**src/rtl/bus_ep_pkg.sv**
```systemverilog
// Shared constants and helpers for the bus device endpoint, its bus and its bench.
package bus_ep_pkg;

    localparam int ID_W  = 8;
    localparam int PKT_W = 16;
    localparam logic [ID_W-1:0] BROADCAST = {ID_W{1'b1}};

    // Destination id lives in the top ID_W bits of a packet.
    function automatic logic [ID_W-1:0] dest_of(input logic [PKT_W-1:0] pkt);
        return pkt[PKT_W-1 -: ID_W];
    endfunction

endpackage

```
**src/rtl/bus_ep_if.sv**
```systemverilog
// Host and bus signals of one endpoint; slave = endpoint view, master = host/bus view.
interface bus_ep_if #(parameter int pckg_sz = 16);

    logic [pckg_sz-1:0] tx_data;
    logic               tx_valid;
    logic               tx_ready;
    logic               pndng;
    logic [pckg_sz-1:0] D_pop;
    logic               pop;
    logic               push;
    logic [pckg_sz-1:0] D_push;
    logic [pckg_sz-1:0] rx_data;
    logic               rx_valid;
    logic               rx_ready;
    logic               rx_ovf;

    modport slave (
        input  tx_data, tx_valid, pop, push, D_push, rx_ready,
        output tx_ready, pndng, D_pop, rx_data, rx_valid, rx_ovf
    );

    modport master (
        output tx_data, tx_valid, pop, push, D_push, rx_ready,
        input  tx_ready, pndng, D_pop, rx_data, rx_valid, rx_ovf
    );

endinterface

```
**src/rtl/bus_ep_fifo.sv**
```systemverilog
// First-word-fall-through circular FIFO; depth must be a power of two so pointers wrap for free.
module bus_ep_fifo #(
    parameter int width = 16,
    parameter int depth = 8
) (
    input  logic                         clk,
    input  logic                         reset,
    input  logic                         wr,
    input  logic                         rd,
    input  logic [width-1:0]             din,
    output logic [width-1:0]             dout,
    output logic                         full,
    output logic                         empty,
    output logic [$clog2(depth+1)-1:0]   count
);

    localparam int AW = $clog2(depth);
    localparam int CW = $clog2(depth+1);

    logic [width-1:0] mem [depth];
    logic [AW-1:0]    rd_ptr, wr_ptr;
    logic [CW-1:0]    cnt;
    logic             wr_en, rd_en;

    assign full  = (cnt == CW'(depth));
    assign empty = (cnt == '0);
    assign count = cnt;

    // Write is refused at full regardless of a same-cycle read; read on empty is a no-op.
    assign wr_en = wr & ~full;
    assign rd_en = rd & ~empty;

    always_ff @(posedge clk) begin
        if (reset) begin
            rd_ptr <= '0;
            wr_ptr <= '0;
            cnt    <= '0;
        end else begin
            if (wr_en) wr_ptr <= wr_ptr + AW'(1);
            if (rd_en) rd_ptr <= rd_ptr + AW'(1);
            case ({wr_en, rd_en})
                2'b10:   cnt <= cnt + CW'(1);
                2'b01:   cnt <= cnt - CW'(1);
                default: cnt <= cnt;
            endcase
        end
    end

    always_ff @(posedge clk) begin
        if (wr_en && !reset) mem[wr_ptr] <= din;
    end

    assign dout = empty ? '0 : mem[rd_ptr];

endmodule

```
**src/rtl/bus_dev_endpoint.sv**
```systemverilog
// Device-side bus endpoint: TX FIFO toward the bus, RX FIFO toward the host, sticky RX overflow.
// Optional destination filtering on push is enabled by defining BUS_EP_ADDR_FILTER_EN.
module bus_dev_endpoint
    import bus_ep_pkg::*;
#(
    parameter int              pckg_sz   = 16,
    parameter int              depth     = 8,
    parameter logic [ID_W-1:0] id        = '0,
    parameter logic [ID_W-1:0] broadcast = BROADCAST
) (
    input  logic      clk,
    input  logic      reset,
    bus_ep_if.slave   bus
);

    localparam int CW = $clog2(depth+1);

`ifdef BUS_EP_ADDR_FILTER_EN
    localparam bit FILTER_EN = 1'b1;
`else
    localparam bit FILTER_EN = 1'b0;
`endif

    logic            tx_full, tx_empty, rx_full, rx_empty;
    logic [CW-1:0]   tx_cnt, rx_cnt;
    logic [ID_W-1:0] dest;
    logic            addr_hit, accept, rx_ovf_q;

    bus_ep_fifo #(.width(pckg_sz), .depth(depth)) u_tx (
        .clk   (clk),
        .reset (reset),
        .wr    (bus.tx_valid),
        .rd    (bus.pop),
        .din   (bus.tx_data),
        .dout  (bus.D_pop),
        .full  (tx_full),
        .empty (tx_empty),
        .count (tx_cnt)
    );

    // Without filtering every push is taken; the bus is trusted to route.
    assign dest     = bus.D_push[pckg_sz-1 -: ID_W];
    assign addr_hit = (dest == id) || (dest == broadcast);
    assign accept   = bus.push & (~FILTER_EN | addr_hit);

    bus_ep_fifo #(.width(pckg_sz), .depth(depth)) u_rx (
        .clk   (clk),
        .reset (reset),
        .wr    (accept),
        .rd    (bus.rx_ready),
        .din   (bus.D_push),
        .dout  (bus.rx_data),
        .full  (rx_full),
        .empty (rx_empty),
        .count (rx_cnt)
    );

    always_ff @(posedge clk) begin
        if (reset)                 rx_ovf_q <= 1'b0;
        else if (accept & rx_full) rx_ovf_q <= 1'b1;
    end

    assign bus.tx_ready = ~tx_full;
    assign bus.pndng    = ~tx_empty;
    assign bus.rx_valid = ~rx_empty;
    assign bus.rx_ovf   = rx_ovf_q;

    a_cnt_bound: assert property (@(posedge clk) disable iff (reset)
        (tx_cnt <= CW'(depth)) && (rx_cnt <= CW'(depth)));

endmodule

```
**src/flat_wrapper.sv**
```systemverilog
// flat-port wrapper written by rule: the top's interface ports become plain ports
module bus_dev_endpoint_flat import bus_ep_pkg::*;
#(
    parameter int              pckg_sz   = 16,
    parameter int              depth     = 8,
    parameter logic [ID_W-1:0] id        = '0,
    parameter logic [ID_W-1:0] broadcast = BROADCAST
)
  (clk, reset, bus_tx_data, bus_tx_valid, bus_pop, bus_push, bus_D_push, bus_rx_ready, bus_tx_ready, bus_pndng, bus_D_pop, bus_rx_data, bus_rx_valid, bus_rx_ovf);
  bus_ep_if #(.pckg_sz(pckg_sz)) bus_i ();
  input  logic clk;
  input  logic reset;
  input wire logic [$bits(bus_i.tx_data)-1:0] bus_tx_data;
  input wire logic [$bits(bus_i.tx_valid)-1:0] bus_tx_valid;
  input wire logic [$bits(bus_i.pop)-1:0] bus_pop;
  input wire logic [$bits(bus_i.push)-1:0] bus_push;
  input wire logic [$bits(bus_i.D_push)-1:0] bus_D_push;
  input wire logic [$bits(bus_i.rx_ready)-1:0] bus_rx_ready;
  output wire logic [$bits(bus_i.tx_ready)-1:0] bus_tx_ready;
  output wire logic [$bits(bus_i.pndng)-1:0] bus_pndng;
  output wire logic [$bits(bus_i.D_pop)-1:0] bus_D_pop;
  output wire logic [$bits(bus_i.rx_data)-1:0] bus_rx_data;
  output wire logic [$bits(bus_i.rx_valid)-1:0] bus_rx_valid;
  output wire logic [$bits(bus_i.rx_ovf)-1:0] bus_rx_ovf;
  assign bus_i.tx_data = bus_tx_data;
  assign bus_i.tx_valid = bus_tx_valid;
  assign bus_i.pop = bus_pop;
  assign bus_i.push = bus_push;
  assign bus_i.D_push = bus_D_push;
  assign bus_i.rx_ready = bus_rx_ready;
  assign bus_tx_ready = bus_i.tx_ready;
  assign bus_pndng = bus_i.pndng;
  assign bus_D_pop = bus_i.D_pop;
  assign bus_rx_data = bus_i.rx_data;
  assign bus_rx_valid = bus_i.rx_valid;
  assign bus_rx_ovf = bus_i.rx_ovf;
  bus_dev_endpoint #(.pckg_sz(pckg_sz), .depth(depth), .id(id), .broadcast(broadcast)) u_core (.clk(clk), .reset(reset), .bus(bus_i));
endmodule
```
**config.mk**
```make
export PLATFORM = sky130hd
export DESIGN_NAME = bus_dev_endpoint_flat
export DESIGN_NICKNAME = d
export VERILOG_FILES = /design/src/rtl/bus_ep_pkg.sv /design/src/rtl/bus_ep_if.sv /design/src/rtl/bus_ep_fifo.sv /design/src/rtl/bus_dev_endpoint.sv /design/src/flat_wrapper.sv
export SDC_FILE = /design/constraint.sdc
export NUM_CORES = 1
export LEC_CHECK = 0
export ABC_AREA = 1
export BUFFER_PORTS_ARGS = -buffer_cell sky130_fd_sc_hd__buf_2
export CAP_MARGIN = 5
export CORE_ASPECT_RATIO = 0.75
export CORE_MARGIN = 5
export CORE_UTILIZATION = 30
export DETAILED_ROUTE_END_ITERATION = 6
export GPL_TIMING_DRIVEN = 0
export RECOVER_POWER = 25
export SLEW_MARGIN = 10
export SYNTH_ARGS = -nofsm -noshare
export SYNTH_HDL_FRONTEND = slang
export SYNTH_SLANG_ARGS = --single-unit
```
**constraint.sdc**
```tcl
create_clock -name clk -period 6.8 [get_ports clk]
set_clock_uncertainty 0.1 [all_clocks]
set_input_delay 0.34 -clock clk [delete_from_list [all_inputs] [get_ports clk]]
set_output_delay 0.34 -clock clk [all_outputs]
set_load 0.03 [all_outputs]
```
[Word-level counts from Yosys, hierarchy flattened]
Memory sizes are Yosys's and may differ from the RTL's. A register that Yosys moved wholly into a read port is not among the register bits.
Cells that the tools add are included.
Word-level totals
  register bits after elaboration: 21
  RAM bits: 256
  output and inout bits: 36
  logic and storage cells: 51
  memories kept: 2
Memory list
  u_core.u_rx.mem: words 8, bits a word 16, rd ports 1, clocked after memory_dff 1, wr ports 1, RTL line bus_ep_fifo.sv:20  | logic [width-1:0] mem [depth];
  u_core.u_tx.mem: words 8, bits a word 16, rd ports 1, clocked after memory_dff 1, wr ports 1, RTL line bus_ep_fifo.sv:20
Operators by class
  $add $sub $neg: 8
  equality and inequality tests: 6
  mux-type cells: 12
  bitwise gates (word level): 9
  reduce and logical (&&, ||, !) cells: 7
Operators by type and width (number)
  two-way mux 16 bit: 2
  case mux 4 bit (2 select lines): 2
  adder 3 x 1 -> 3 bit (second input constant): 4
  two-way mux 3 bit: 4
  adder 4 x 1 -> 4 bit (second input constant): 2
  equality test 4 bit (second input constant): 2
  logical NOT 4 bit: 2
  subtractor 4 x 1 -> 4 bit (second input constant): 2
  bitwise AND 1 bit: 5
  equality test 2 x 1 -> 1 bit (second input constant): 2
  equality test 2 bit (second input constant): 2
  two-way mux 1 bit: 4
  NOT 1 bit: 4
  nonzero test 2 bit: 2
  logical AND 1 bit: 2
  logical NOT 1 bit: 1

[Depth between registers and ports, before layout]
  word-level depth: 6
  gate-level depth with buffers: 14

[Cells and area by module]
From an unflattened synthesis, not the netlist that was laid out.
Second synthesis, totals
  cell total of the unflattened synthesis: 1180
  area, all modules: 12194.2 um^2
Modules (own cells, without submodules)
  bus_ep_fifo (u_core.u_tx): instances 1, cells each 621, area an instance 6195.9 um^2, seq. area each 4103.9 um^2
  bus_ep_fifo (u_core.u_rx): instances 1, cells each 552, area an instance 5950.7 um^2, seq. area each 4103.9 um^2
  bus_dev_endpoint: instances 1, cells each 7, area an instance 47.5 um^2, seq. area each 20.0 um^2

[Least setup slack after synthesis]
No wires, ideal clock.
  kind: register to register
  start point: register u_core.u_tx.cnt[0], in the netlist u_core.u_tx.count[0]
  end point: memory u_core.u_tx.mem[4][0] (enable)
  setup time: 0.430 ns
  arrival: 2.498 ns
  slack: 3.772 ns
  cell stages (with the launch flop): 5
  clock period less this slack: 3.028 ns
  cells stage by stage: dfxtp_1 nor2_2 nand3_1 nand2_2 nor4_1
Between the ends
  longest elaborated chain between the ends: 6
RTL lines
  start: declaration: RTL line bus_ep_fifo.sv:22  | logic [CW-1:0] cnt;
  start signal: assignment: RTL line bus_ep_fifo.sv:42  | 2'b10: cnt <= cnt + CW'(1);
  start signal: assignment: RTL line bus_ep_fifo.sv:43  | 2'b01: cnt <= cnt - CW'(1);
  start signal: assignment: RTL line bus_ep_fifo.sv:44  | default: cnt <= cnt;
  equality test 4 bit: RTL line bus_ep_fifo.sv:25  | assign full = (cnt == CW'(depth));
  NOT 1 bit
  via bus_tx_ready: RTL line flat_wrapper.sv:19  | output wire logic [$bits(bus_i.tx_ready)-1:0] bus_tx_ready;
  bitwise AND 1 bit: RTL line bus_ep_fifo.sv:30  | assign wr_en = wr & ~full;
  logical AND 1 bit: RTL line bus_ep_fifo.sv:50  | if (wr_en && !reset) mem[wr_ptr] <= din;
  two-way mux 1 bit: RTL line bus_ep_fifo.sv:50
  two-way mux 1 bit (not written as such): RTL line bus_ep_fifo.sv:50
  end: declaration: RTL line bus_ep_fifo.sv:20
The timed path passes the listed nets, and every way through them passes these cells.

==> reports/qor.yml <==
status: "completed"
synth_flop_cell: "edfxtp_1"
overflow: 0
syn-mean-instance-area_um2: 12.08
synth-edff-count: 256
place_congestion: 0.7791
gr-usage-met1: 0.1848
dp_slack_ps: 4312
dpl.hpwl_um: 18910
crit_type: "reg2out"
required_ps: 6360
antenna_cells: 0
synth.most_common_cell: "edfxtp_1"
grt_max_degree: 17
syn_inst: 946
die_h_um: 179
critical-path-top-cell-by-count: "nor2_1"
ir_drop_uv: 323.2
synthTopCellsByCount: "256 x edfxtp_1, 250 x nor2_1, 109 x o21ai_0"
cts-resized-gates: 0
yosysWarningCount: 0
cts_hold_buf: 35
cts_htree_levels: 1
worstPathCellList: "clkbuf_1, o21ai_0, o22ai_1, nor2_1, nor2_1, buf_2"
wl_per_cell_um: 16.99
rsz0062_at_grt: "false"
grt_pass1_wl_um: 42380
clk_latency_ps: 560
crit_path_top_delay_cell: "clkbuf_1"
wl_um: 27640
synth_cell_types: 29
num_rows: 61
pin_count: 74
synth_top_cell_by_area: "edfxtp_1"
vias: 7586
layout_setup_ws_ps: 4071
vias_per_cell: 4.663
drt_iter0_markers: 601
drtPass1Iterations: 5
final-hold-violation-count: 0
grtUsageTotal: 0.1274
p_int_mw: 3.469
use_met3: 0.01938
p_comb_frac: 0.340
crit_fanout: 10
cts_sinks: 283
die-area_um2: 42130
async_flop_share: 0
fmax_mhz: 366.4
period_minus_slack_ps: 2729
grt-busiest-layer: "met2"
antenna_found_initial: 0
syn_nets: 994
postCtsSetupBuffers: 0
pwr-share-seq: 0.373
core_um2: 37320
critPathLaunchType: "register"
cts_buffers: 30
fill_cells: 3567
min_from: "bus_rx_ready"
ys_seq_elements: 283
max_cap_violations: 0
hold_class: "in2reg"
regToRegStartpoint: "u_core.u_rx.count[0]$_SDFFE_PP0P_"
maxSlewHeadroom: 0.3834
num-nets-final: 1149
post-route-period-util: 0.4014
grtUsageMet2: 0.2057
tritoncts: "done"
die_w_um: 235.3
final_max_slew_viol_count: 0
crit_path_end_kind: "primary output"
synth_area_um2: 11420
start_util: 0.3061
p_clk_frac: 0.286
drtAntennaViolNets: 0
cts_max_path_buffers: 3
drcViolationCount: 0
power_density_nw_per_um2: 393.7
root_buffer: "clkbuf_16"
setup_viol_count_final: 0
p_switching_mw: 2.023
drive_gt1_frac: 0.1532
first_global_vias: 7337
clkTransAtPathRegs_ps: 60
power.static_leakage_nw: 4.949
cp.arrival_ps: 2290
finalPower_mw: 5.491
port_buffers: 72
worstMarginPinSlew_ps: 919.9
setup_tns_ps: 0
areaGrowthSynthToFinish_pct: 22.09
p_sw_frac: 0.3683
synth_top_area_frac: 0.6729
cp_slowest_stage_delay_ps: 490
seq_area_frac_synth: 0.7202
final_core_util: 0.3737
synth_top_cells_by_area: "edfxtp_1 67%, nor2_1 8.2%, o21ai_0 4.8%"
[logic make-up after synthesis]
family / after synthesis / share of synthesized area
buf+inv: 83 / 0.03789
flops: 283 / 0.7202
xor+xnor: 6 / 0.004600
fa+ha+maj: 10 / 0.01095
compound gates: 223 / 0.1085
simple gates: 341 / 0.1178
[area by class of cell]
type	instances	area, um^2	area share
clock buffers	39	784.5	0.05624
multi-input cells	580	2818	0.2020
clock inverters	15	172.7	0.01238
well taps	504	630.6	0.04521
repair buffers	123	882.1	0.06324
plain buffers	48	301.5	0.02162
inverters	35	131.4	0.009419
flip-flops and latches	283	8228	0.5899
[metrics by stage]
| step | cells | hold WS (ps) | area, um^2 |
|---|---|---|---|
| final | 1627 | 96.77 | 13950 |
| after CTS | 1627 | 81.71 | 13980 |
| after global routing | 1627 | 106.8 | 13950 |
| after detailed placement | 1538 | 341.8 | 12670 |
| after floorplan | 946 | 336.8 | 11420 |
| after global placement | 1522 | 340.3 | 12420 |
[critical path, delay by kind of cell (launching register included)]
kind                   cells  cell delay [ps]
buffers and inverters      2              700
AOI/OAI and AO/OA          2              440
DFF                        1              390
and+or+nand+nor            2              190
[state kept, by name, summed over array words and instances, names as in the netlist, named ones only]
name,flops
u_core.u_tx.rd_ptr,3
u_core.u_rx.rd_ptr,3
u_core.u_rx.mem,128
u_core.u_rx.wr_ptr,3
u_core.bus.rx_ovf,1
u_core.u_tx.count,4
u_core.u_rx.count,4
u_core.u_tx.wr_ptr,3
u_core.u_tx.mem,128
[layer usage]
metal	wire length [um]	part of all wire
met1	13040	0.47
met2	12650	0.46
met3	1493	0.054
met4	446	0.016
met5	0	0
[power by group through the flow]
stage | registers (mW) | logic, mW | clock network, mW
2_1_floorplan | 2.08 | 1.26 | 0
3_3_place_gp | 2.09 | 1.83 | 0
3_5_place_dp | 2.09 | 1.86 | 0
4_1_cts | 2.05 | 1.89 | 1.61
5_1_grt | 2.06 | 2.06 | 1.69
6_report | 2.05 | 1.87 | 1.57
[cells in the final DEF (no fill, tap or decap), types with 13 or more instances in the layout]
cell           instances
dfxtp_1               27
o21ai_1               35
o21ai_0              109
buf_2                 68
a21oi_1               14
o22ai_1               32
clkbuf_16             30
clkbuf_1              42
o211ai_1              32
buf_4                 15
nor2_1               239
nor2_2                13
dlygate4sd3_1         35
nand3_1               13
edfxtp_1             256
inv_1                 30
nand2_1               61
[final timing paths]
path	slack, ps	end	cells past startpoint
hold reg to reg	360	register	2
setup / recovery	4070	bus_rx_data[10]	6
setup reg to reg	4320	u_core.u_rx.mem[0][8]$_DFFE_PP_	7
hold / removal	100	u_core.u_rx.rd_ptr[1]$_SDFFE_PP0P_	4
Power figures use the tool's default switching activity.
